### src/rtl/x_delay_line_pkg.sv
// Shared types and helpers for the delay-line thermometer encoder.
package x_delay_line_pkg;

    typedef enum logic [1:0] {
        StIdle  = 2'd0,
        StSum   = 2'd1,
        StFin   = 2'd2,
        StValid = 2'd3
    } state_e;

    localparam int unsigned GroupBits   = 8;
    localparam int unsigned GroupCountW = 4;

    // Width needed to hold a tap count from 0 up to and including n_taps.
    function automatic int unsigned tap_count_width(input int unsigned n_taps);
        return $clog2(n_taps + 1);
    endfunction

endpackage

### src/rtl/x_popcount8.sv
// Combinational ones-count of one eight-tap group.
module x_popcount8
    import x_delay_line_pkg::*;
(
    input  logic [GroupBits-1:0]   bits,
    output logic [GroupCountW-1:0] count
);

    always_comb begin
        count = '0;
        for (int i = 0; i < GroupBits; i++) begin
            count = count + GroupCountW'(bits[i]);
        end
    end

endmodule

### src/rtl/x_delay_line_encoder.sv
// Captures a delay-line snapshot and encodes it as a ones-count over a
// three-cycle pipeline (capture, group popcount, final sum) with a handshake.
module x_delay_line_encoder
    import x_delay_line_pkg::*;
#(
    parameter int unsigned N_TAPS = 64,
    parameter int unsigned W      = tap_count_width(N_TAPS)
) (
    input  logic              i_clk,
    input  logic              i_nrst,
    input  logic [N_TAPS-1:0] i_q,
    input  logic              i_sample,
    input  logic              i_pol,
    input  logic              i_ready,
    output logic [W-1:0]      o_code,
    output logic              o_valid,
    output logic              o_bubble,
    output logic              o_ovf,
    output logic              o_busy,
    output logic              o_drop
);

    localparam int unsigned NGroups = N_TAPS / GroupBits;

    state_e state_q, state_d;

    logic [N_TAPS-1:0]                      norm;
    logic [N_TAPS-1:0]                      cap_q;
    logic [NGroups-1:0][GroupCountW-1:0]    grp_cnt;
    logic [NGroups-1:0][GroupCountW-1:0]    grp_q;
    logic                                   bubble_pre_q;
    logic                                   bubble_pre;
    logic [W-1:0]                           code_sum;

    logic [W-1:0] code_q;
    logic         valid_q, bubble_q, ovf_q, busy_q, drop_q;

    logic cap_en, sum_en, fin_en, ack;

    // Undo the per-cell inversion so every reached tap reads 1.
    always_comb begin
        norm = '0;
        for (int k = 0; k < N_TAPS; k++) begin
            norm[k] = i_q[k] ^ i_pol ^ (k[0] == 1'b0);
        end
    end

    for (genvar g = 0; g < NGroups; g++) begin : g_pc
        x_popcount8 u_popcount8 (
            .bits  (cap_q[g*GroupBits +: GroupBits]),
            .count (grp_cnt[g])
        );
    end

    // A 1 sitting directly above a 0 breaks the thermometer shape.
    assign bubble_pre = |(cap_q[N_TAPS-1:1] & ~cap_q[N_TAPS-2:0]);

    always_comb begin
        code_sum = '0;
        for (int g = 0; g < NGroups; g++) begin
            code_sum = code_sum + W'(grp_q[g]);
        end
    end

    // State register
    always_ff @(posedge i_clk or negedge i_nrst) begin
        if (!i_nrst) begin
            state_q <= StIdle;
        end else begin
            state_q <= state_d;
        end
    end

    // Next-state logic
    always_comb begin
        state_d = state_q;
        unique case (state_q)
            StIdle:  if (i_sample) state_d = StSum;
            StSum:   state_d = StFin;
            StFin:   state_d = StValid;
            StValid: if (i_ready) state_d = StIdle;
            default: state_d = StIdle;
        endcase
    end

    // Output / datapath enables
    always_comb begin
        cap_en = (state_q == StIdle) && i_sample;
        sum_en = (state_q == StSum);
        fin_en = (state_q == StFin);
        ack    = (state_q == StValid) && valid_q && i_ready;
    end

    always_ff @(posedge i_clk or negedge i_nrst) begin
        if (!i_nrst) begin
            cap_q        <= '0;
            grp_q        <= '0;
            bubble_pre_q <= 1'b0;
            code_q       <= '0;
            bubble_q     <= 1'b0;
            ovf_q        <= 1'b0;
            valid_q      <= 1'b0;
            busy_q       <= 1'b0;
            drop_q       <= 1'b0;
        end else begin
            if (cap_en) begin
                cap_q <= norm;
            end
            if (sum_en) begin
                grp_q        <= grp_cnt;
                bubble_pre_q <= bubble_pre;
            end
            if (fin_en) begin
                code_q   <= code_sum;
                bubble_q <= bubble_pre_q;
                ovf_q    <= (code_sum == W'(N_TAPS));
                valid_q  <= 1'b1;
            end else if (ack) begin
                valid_q <= 1'b0;
            end
            busy_q <= (state_d != StIdle);
            drop_q <= i_sample && (state_q != StIdle);
        end
    end

    assign o_code   = code_q;
    assign o_valid  = valid_q;
    assign o_bubble = bubble_q;
    assign o_ovf    = ovf_q;
    assign o_busy   = busy_q;
    assign o_drop   = drop_q;

endmodule

### config.mk
export PLATFORM = sky130hd
export DESIGN_NAME = x_delay_line_encoder
export DESIGN_NICKNAME = d
export VERILOG_FILES = /design/src/rtl/x_delay_line_pkg.sv /design/src/rtl/x_popcount8.sv /design/src/rtl/x_delay_line_encoder.sv
export SDC_FILE = /design/constraint.sdc
export NUM_CORES = 1
export LEC_CHECK = 0
export ABC_AREA = 1
export ABC_CLOCK_PERIOD_IN_PS = 4400
export CAP_MARGIN = 20
export CORE_MARGIN = 2
export CORE_UTILIZATION = 57
export DETAILED_ROUTE_END_ITERATION = 10
export GPL_TIMING_DRIVEN = 1
export PLACE_DENSITY_LB_ADDON = 0.05
export SYNTH_ARGS = -nofsm -noshare
export SYNTH_HDL_FRONTEND = slang
export SYNTH_SLANG_ARGS = --single-unit
### constraint.sdc
create_clock -name i_clk -period 4.4 [get_ports i_clk]
set_clock_uncertainty 0.15 [all_clocks]
set_input_delay 0.44 -clock i_clk [delete_from_list [all_inputs] [get_ports i_clk]]
set_output_delay 0.44 -clock i_clk [all_outputs]
set_load 0.02 [all_outputs]
# --- Word level (Yosys, flattened, before mapping) ---
# Index checks and enable logic that the tools add are counted.
totals:
  ff_bits: 111
  input_bits: 69
  output_inout_bits: 12
  word_cells: 196
classes:
  add_sub_neg: 63
  n_eq_ne: 4
  muxes: 5
  n_bitwise: 98
  n_reduce_logical: 9
ops:
  columns: ["op", "count"]
  rows:
  - ["adder 4 x 1 -> 4 bit", 48]
  - ["bitwise XOR 1 bit", 64]
  - ["bitwise AND 63 bit", 1]
  - ["NOT 63 bit", 1]
  - ["OR reduction 63 bit", 1]
  - ["NOT 1 bit", 32]
  - ["adder 7 x 4 -> 7 bit", 4]
  - ["adder 1 x 1 -> 2 bit", 8]
  - ["one-hot mux 2 bit (4 select lines)", 1]
  - ["adder 6 x 4 -> 7 bit", 1]
  - ["== test 7 bit (second input constant)", 1]
  - ["adder 5 x 4 -> 6 bit", 1]
  - ["nonzero test 2 bit", 3]
  - ["adder 4 x 4 -> 5 bit", 1]
  - ["== test 2 bit (second input constant)", 2]
  - ["logical AND 1 bit", 4]
  - ["two-way mux 2 bit", 2]
  - ["== test 2 x 1 -> 1 bit (second input constant)", 1]
  - ["zero test 2 bit", 1]
  - ["two-way mux 1 bit", 2]

# --- Logic depth before layout (Yosys ltp) ---
depth:
  word_depth: 8
  mapped_depth: 16
  depth_no_buf: 16

# --- Cells and area by module ---
# Synthesis repeated with hierarchy kept, for this count alone.
hier_totals:
  cells_unflattened: 923
  hier_area_um2: 7524.7
by_module_without_submodules:
  columns: ["mod", "instances", "cells_each", "area_each_um2", "seq_area_each_um2"]
  rows:
  - ["x_delay_line_encoder", 1, 699, 5943.2, 2777.7]
  - ["x_popcount8", 8, 28, 197.7, 0.0]

# --- Least setup slack after synthesis ---
# Ideal clock, no wire load.
synth_path:
  path_type: "register to register"
  start: "register grp_q[2] in the netlist's numbering"
  end: "register ovf_q (netlist: o_ovf)"
  setup_ps: 65
  arrival_ps: 3537
  required_time_ps: 4185
  slack_ps: 648
  path_stages_with_launch: 14
  n_path_buf: 0
  cell_sequence: "dfrtp_1 > fa_1 > inv_1 > fa_1 > fa_1 > fa_1 > inv_1 > ha_1 > inv_1 > fa_1 > nand4_1 > nor3_1 > nand2_1 > nand2_1"
synth_via:
  elab_chain_cells: 8
synth_rtl:
  columns: ["element", "line_no", "rtl"]
  rows:
  - ["from (decl)", "x_delay_line_encoder.sv:30", "logic [NGroups-1:0][GroupCountW-1:0] grp_q;"]
  - ["from (signal assigned)", "x_delay_line_encoder.sv:110", "grp_q <= grp_cnt;"]
  - ["adder 4 x 4 -> 5 bit", "x_delay_line_encoder.sv:61", "code_sum = code_sum + W'(grp_q[g]);"]
  - ["adder 5 x 4 -> 6 bit", "x_delay_line_encoder.sv:61", null]
  - ["adder 6 x 4 -> 7 bit", "x_delay_line_encoder.sv:61", null]
  - ["adder 7 x 4 -> 7 bit (4 in a row)", "x_delay_line_encoder.sv:61", null]
  - ["== test 7 bit", "x_delay_line_encoder.sv:116", "ovf_q <= (code_sum == W'(N_TAPS));"]
  - ["to (signal assigned)", "x_delay_line_encoder.sv:116", null]
  - ["to (decl)", "x_delay_line_encoder.sv:36", "logic valid_q, bubble_q, ovf_q, busy_q, drop_q;"]
# Every way passes these cells.
# A chain may end at the register's enable or synchronous reset.

# --- Final worst setup path ---
# Same ends and word-level chain as after synthesis.

==> out/results.txt <==
At the end of routability-driven placement, the weighted congestion stood at 0.872. The max-slew violation count is 0, and the worst-case headroom to the max-slew limit is 37.4%. The worst hold path belongs to the class reg2reg. After clock tree synthesis, the clock-pin slew on the worst setup and hold paths is 0.07 ns. Yosys mapped a number of flops with a built-in enable equal to 0. The synthesized netlist devotes 9.06% of its cell area to XOR and XNOR gates.

The area share of the largest cell type after synthesis is 38.8%. Among the stages of the critical path, the cell type that occurs most often is sky130_fd_sc_hd__fa_1. The via count of the first global-routing pass came out at 5221.

On the critical path, the stage with the largest delay is an instance of sky130_fd_sc_hd__fa_1. The initialized floorplan defines 40 standard-cell rows. Input and output buffers added on the ports amount to 80. The logs give 0 for the number of hold-slack violations in the final timing report and 5 for the first-pass detailed-route iteration total.

The run gives 23.6% as the total routing resource utilization after global routing. The clock tree buffer depth is 2. The horizontal extent of the die came out at 116 µm. The largest family of logic cells by synthesized area was adder cells. After detailed routing, the number of remaining DRC violations is 0. The tools report the element type at the critical path end as a register.

The synthesized netlist devotes 12.8% of its cell area to simple gates. Setup violations remaining at the end of the flow were counted as 0. Based on the critical path, the design can be clocked at up to 256 MHz. The run gives 0.497 ns as the worst-case setup slack after placement.

At the worst endpoint, the arrival time is 4.05 ns. Max-cap check violation count: 0. For this run, the number of Yosys warnings is 0.

0 antenna diodes ended up in the layout. The critical path is of the reg2reg type. The tools report the number of nets in the final layout as 1033. The wire-length estimate of the detail-placed layout is 11.3 mm. The final layout contains routed wiring with a total length of 14.4 mm. The ratio of cells with drive above 1 in the final layout came out at 2.94%. The area enclosed by the die boundary is 13500 µm².

The clock insertion delay at the later pin of the skew report was 0.36 ns. The tools report the count of pins on the block boundary as 81. Clock tree synthesis selected as its root buffer the cell sky130_fd_sc_hd__clkbuf_16. In the post-synthesis netlist, the biggest area contributors are sky130_fd_sc_hd__dfrtp_1 (39%), sky130_fd_sc_hd__fa_1 (15%), sky130_fd_sc_hd__nand2_1 (11%). At the worst endpoint, the required time is 4.55 ns.

Setup repair after global routing left no endpoint under its margin. The number of standard cells after synthesis was 811; the total via count after detailed routing was 5172. For the pin with the worst max-slew slack, the measured transition is 0.939 ns. Yosys instantiated no cell more often than sky130_fd_sc_hd__nand2_1.

After floorplanning, the core was sized to cover 12100 µm². The first global-routing pass estimated 24.5 mm of wire. The synthesized area was 7150 µm²; the count of nets left with antenna violations after detail routing was 0. Walking the worst path, the cells encountered are fa_1 > inv_1 > fa_1 > fa_1 > fa_1 > inv_1 > ha_1 > inv_1 > fa_1 > xor2_1 > nand2_1 > nor3_1 > nand2_1 > nand2_1. The share of synthesized area spent on multiplexers was 0%.

The synthesized netlist devotes 8.66% of its cell area to compound gates. The die is 116 µm tall. In the finished design, the share of the clock period the worst path needs comes to 88.6%. After layout, the minimum clock period comes to 3.90 ns. TritonCTS built the clock tree. In this run, placement finished with an instance count of 1033.

The delay contributed by the slowest stage of the critical path came out at 0.53 ns. For the pin count of the biggest net entering global routing, the log shows 103. The routed length per placed instance was 13.7 µm.

Category of the worst setup path launch point: a register. The sequential area share after synthesis was 38.8%. Initial core utilization: 59.0%. After routing, the total negative slack on setup checks comes to 0 ns.

The top fanout value on the critical path works out to 2. Total clock buffers created by CTS: 9. After detailed routing, the number of vias per cell comes to 4.92. CTS built an H-tree with a depth of 3. For the final critical-path setup slack, the log shows 0.500 ns. The number of nets in the synthesized netlist is 966. The area growth from synthesis to layout is 17.0%. In this run, synthesis produced a sequential element count of 111.

The flow ran to the end, and the final reports show no timing, DRC or antenna violations. The worst hold slack came out at 0.338 ns. For this run, the number of standard cells in the final layout without fillers is 1051. The main flop type after synthesis is sky130_fd_sc_hd__dfrtp_1. In the synthesized netlist the async set-or-reset flop fraction comes to 100%. The number of distinct library cells after synthesis came out at 24. The tools report the number of sinks on the clock net as 111. The run gives 0 as the number of antenna violations at the first check in global routing. The synthesized area divided by synthesized cell count works out to 8.82 µm².

The commonest cells after synthesis are sky130_fd_sc_hd__nand2_1 (202), sky130_fd_sc_hd__inv_1 (149), sky130_fd_sc_hd__dfrtp_1 (111), sky130_fd_sc_hd__o21ai_0 (103), sky130_fd_sc_hd__fa_1 (55). The adder-cell share of the synthesized area was 20.8%. The largest area contributor in the synthesized netlist was sky130_fd_sc_hd__dfrtp_1. The starting DRC count in detailed routing is 269, and the count of cells resized by post-cts repair is 0. The total overflow left after global routing is 0.
==> sequential cells by signal, summed over array words and instances, names as in the netlist <==
| signal | cells |
|---|---|
| o_busy | 1 |
| o_drop | 1 |
| o_ovf | 1 |
| o_code | 7 |
| o_valid | 1 |
| cap_q | 64 |
| state_q | 2 |
| o_bubble | 1 |
| bubble_pre_q | 1 |
| grp_q | 32 |
==> what timing repair did <==
action | 4_1_cts | 5_1_grt
setup buffers | 0 | 0
hold buffers | 0 | 1
hold endpoints to repair | 0 | 28
==> path summary, 6_finish.rpt <==
path,cells after the start,start,slack [ns],end
setup / recovery,14,grp_q[2],0.50,o_ovf
hold / removal,2,o_code[1],0.34,o_code[1]
setup reg to reg,14,grp_q[2],0.50,o_ovf
hold reg to reg,2,o_code[1],0.34,o_code[1]
max in group asynchronous,3,i_nrst,2.96,o_valid
min in group asynchronous,2,i_nrst,0.42,cap_q[8]
==> per-layer routing <==
metal | share of wire [%] | track usage (%)
met5 | 0 | 0
met4 | 1.2 | 5.40
met3 | 5.1 | 5.70
met2 | 49 | 39.9
met1 | 44 | 31.2
==> layout make-up <==
class,count,area [µm²]
inverter,151,567
tap,168,210
timing repair buffer,84,848
clock buffer,11,253
fill,1000,3740
sequential,111,2780
clock inverter,5,31.3
multi-input combinational,521,3680
==> critical path, delay by kind of cell (launching register included) <==
family,cells,cell delay [ns]
buffers and inverters,3,0.18
DFF,1,0.40
and+or+nand+nor,4,0.38
xor gates and xnor gates,1,0.16
adders and majority gates,6,2.58
==> cell usage in the layout (no fill, tap or decap) <==
cell type / n
sky130_fd_sc_hd__nand3_1: 3
sky130_fd_sc_hd__clkdlybuf4s50_1: 78
sky130_fd_sc_hd__inv_1: 149
sky130_fd_sc_hd__dlygate4sd3_1: 1
sky130_fd_sc_hd__fa_1: 55
sky130_fd_sc_hd__buf_16: 1
sky130_fd_sc_hd__buf_4: 4
sky130_fd_sc_hd__o22a_1: 1
sky130_fd_sc_hd__xnor2_1: 33
sky130_fd_sc_hd__nand4_1: 1
sky130_fd_sc_hd__nand2_4: 1
sky130_fd_sc_hd__nor2_2: 1
sky130_fd_sc_hd__inv_2: 2
sky130_fd_sc_hd__xor2_1: 41
sky130_fd_sc_hd__inv_6: 1
sky130_fd_sc_hd__clkbuf_8: 2
sky130_fd_sc_hd__clkinvlp_4: 1
sky130_fd_sc_hd__nor3_1: 1
sky130_fd_sc_hd__o21a_1: 1
sky130_fd_sc_hd__dfrtp_1: 111
sky130_fd_sc_hd__o22ai_1: 6
sky130_fd_sc_hd__nor2_1: 31
sky130_fd_sc_hd__nor2_4: 1
sky130_fd_sc_hd__o21ai_0: 103
sky130_fd_sc_hd__clkbuf_16: 9
sky130_fd_sc_hd__ha_1: 31
sky130_fd_sc_hd__o21ai_1: 1
sky130_fd_sc_hd__clkinv_2: 3
sky130_fd_sc_hd__nand2_1: 201
sky130_fd_sc_hd__a21oi_1: 9
==> cell families after synthesis <==
group           Yosys count
buf+inv                 179
simple gates            240
fa+ha+maj                86
compound gates          121
xor+xnor                 74
flops                   111
==> stage by stage <==
step,util (%),instance area (µm²)
floorplan,-,7150
global placement,66.4,8050
detailed placement,66.4,8050
CTS,68.8,8330
global route,69.1,8370
finish,69.1,8370
Power is left out: the tool's default activity adds up to more than one toggle a clock period on the data nets, which glitch-free logic cannot reach.
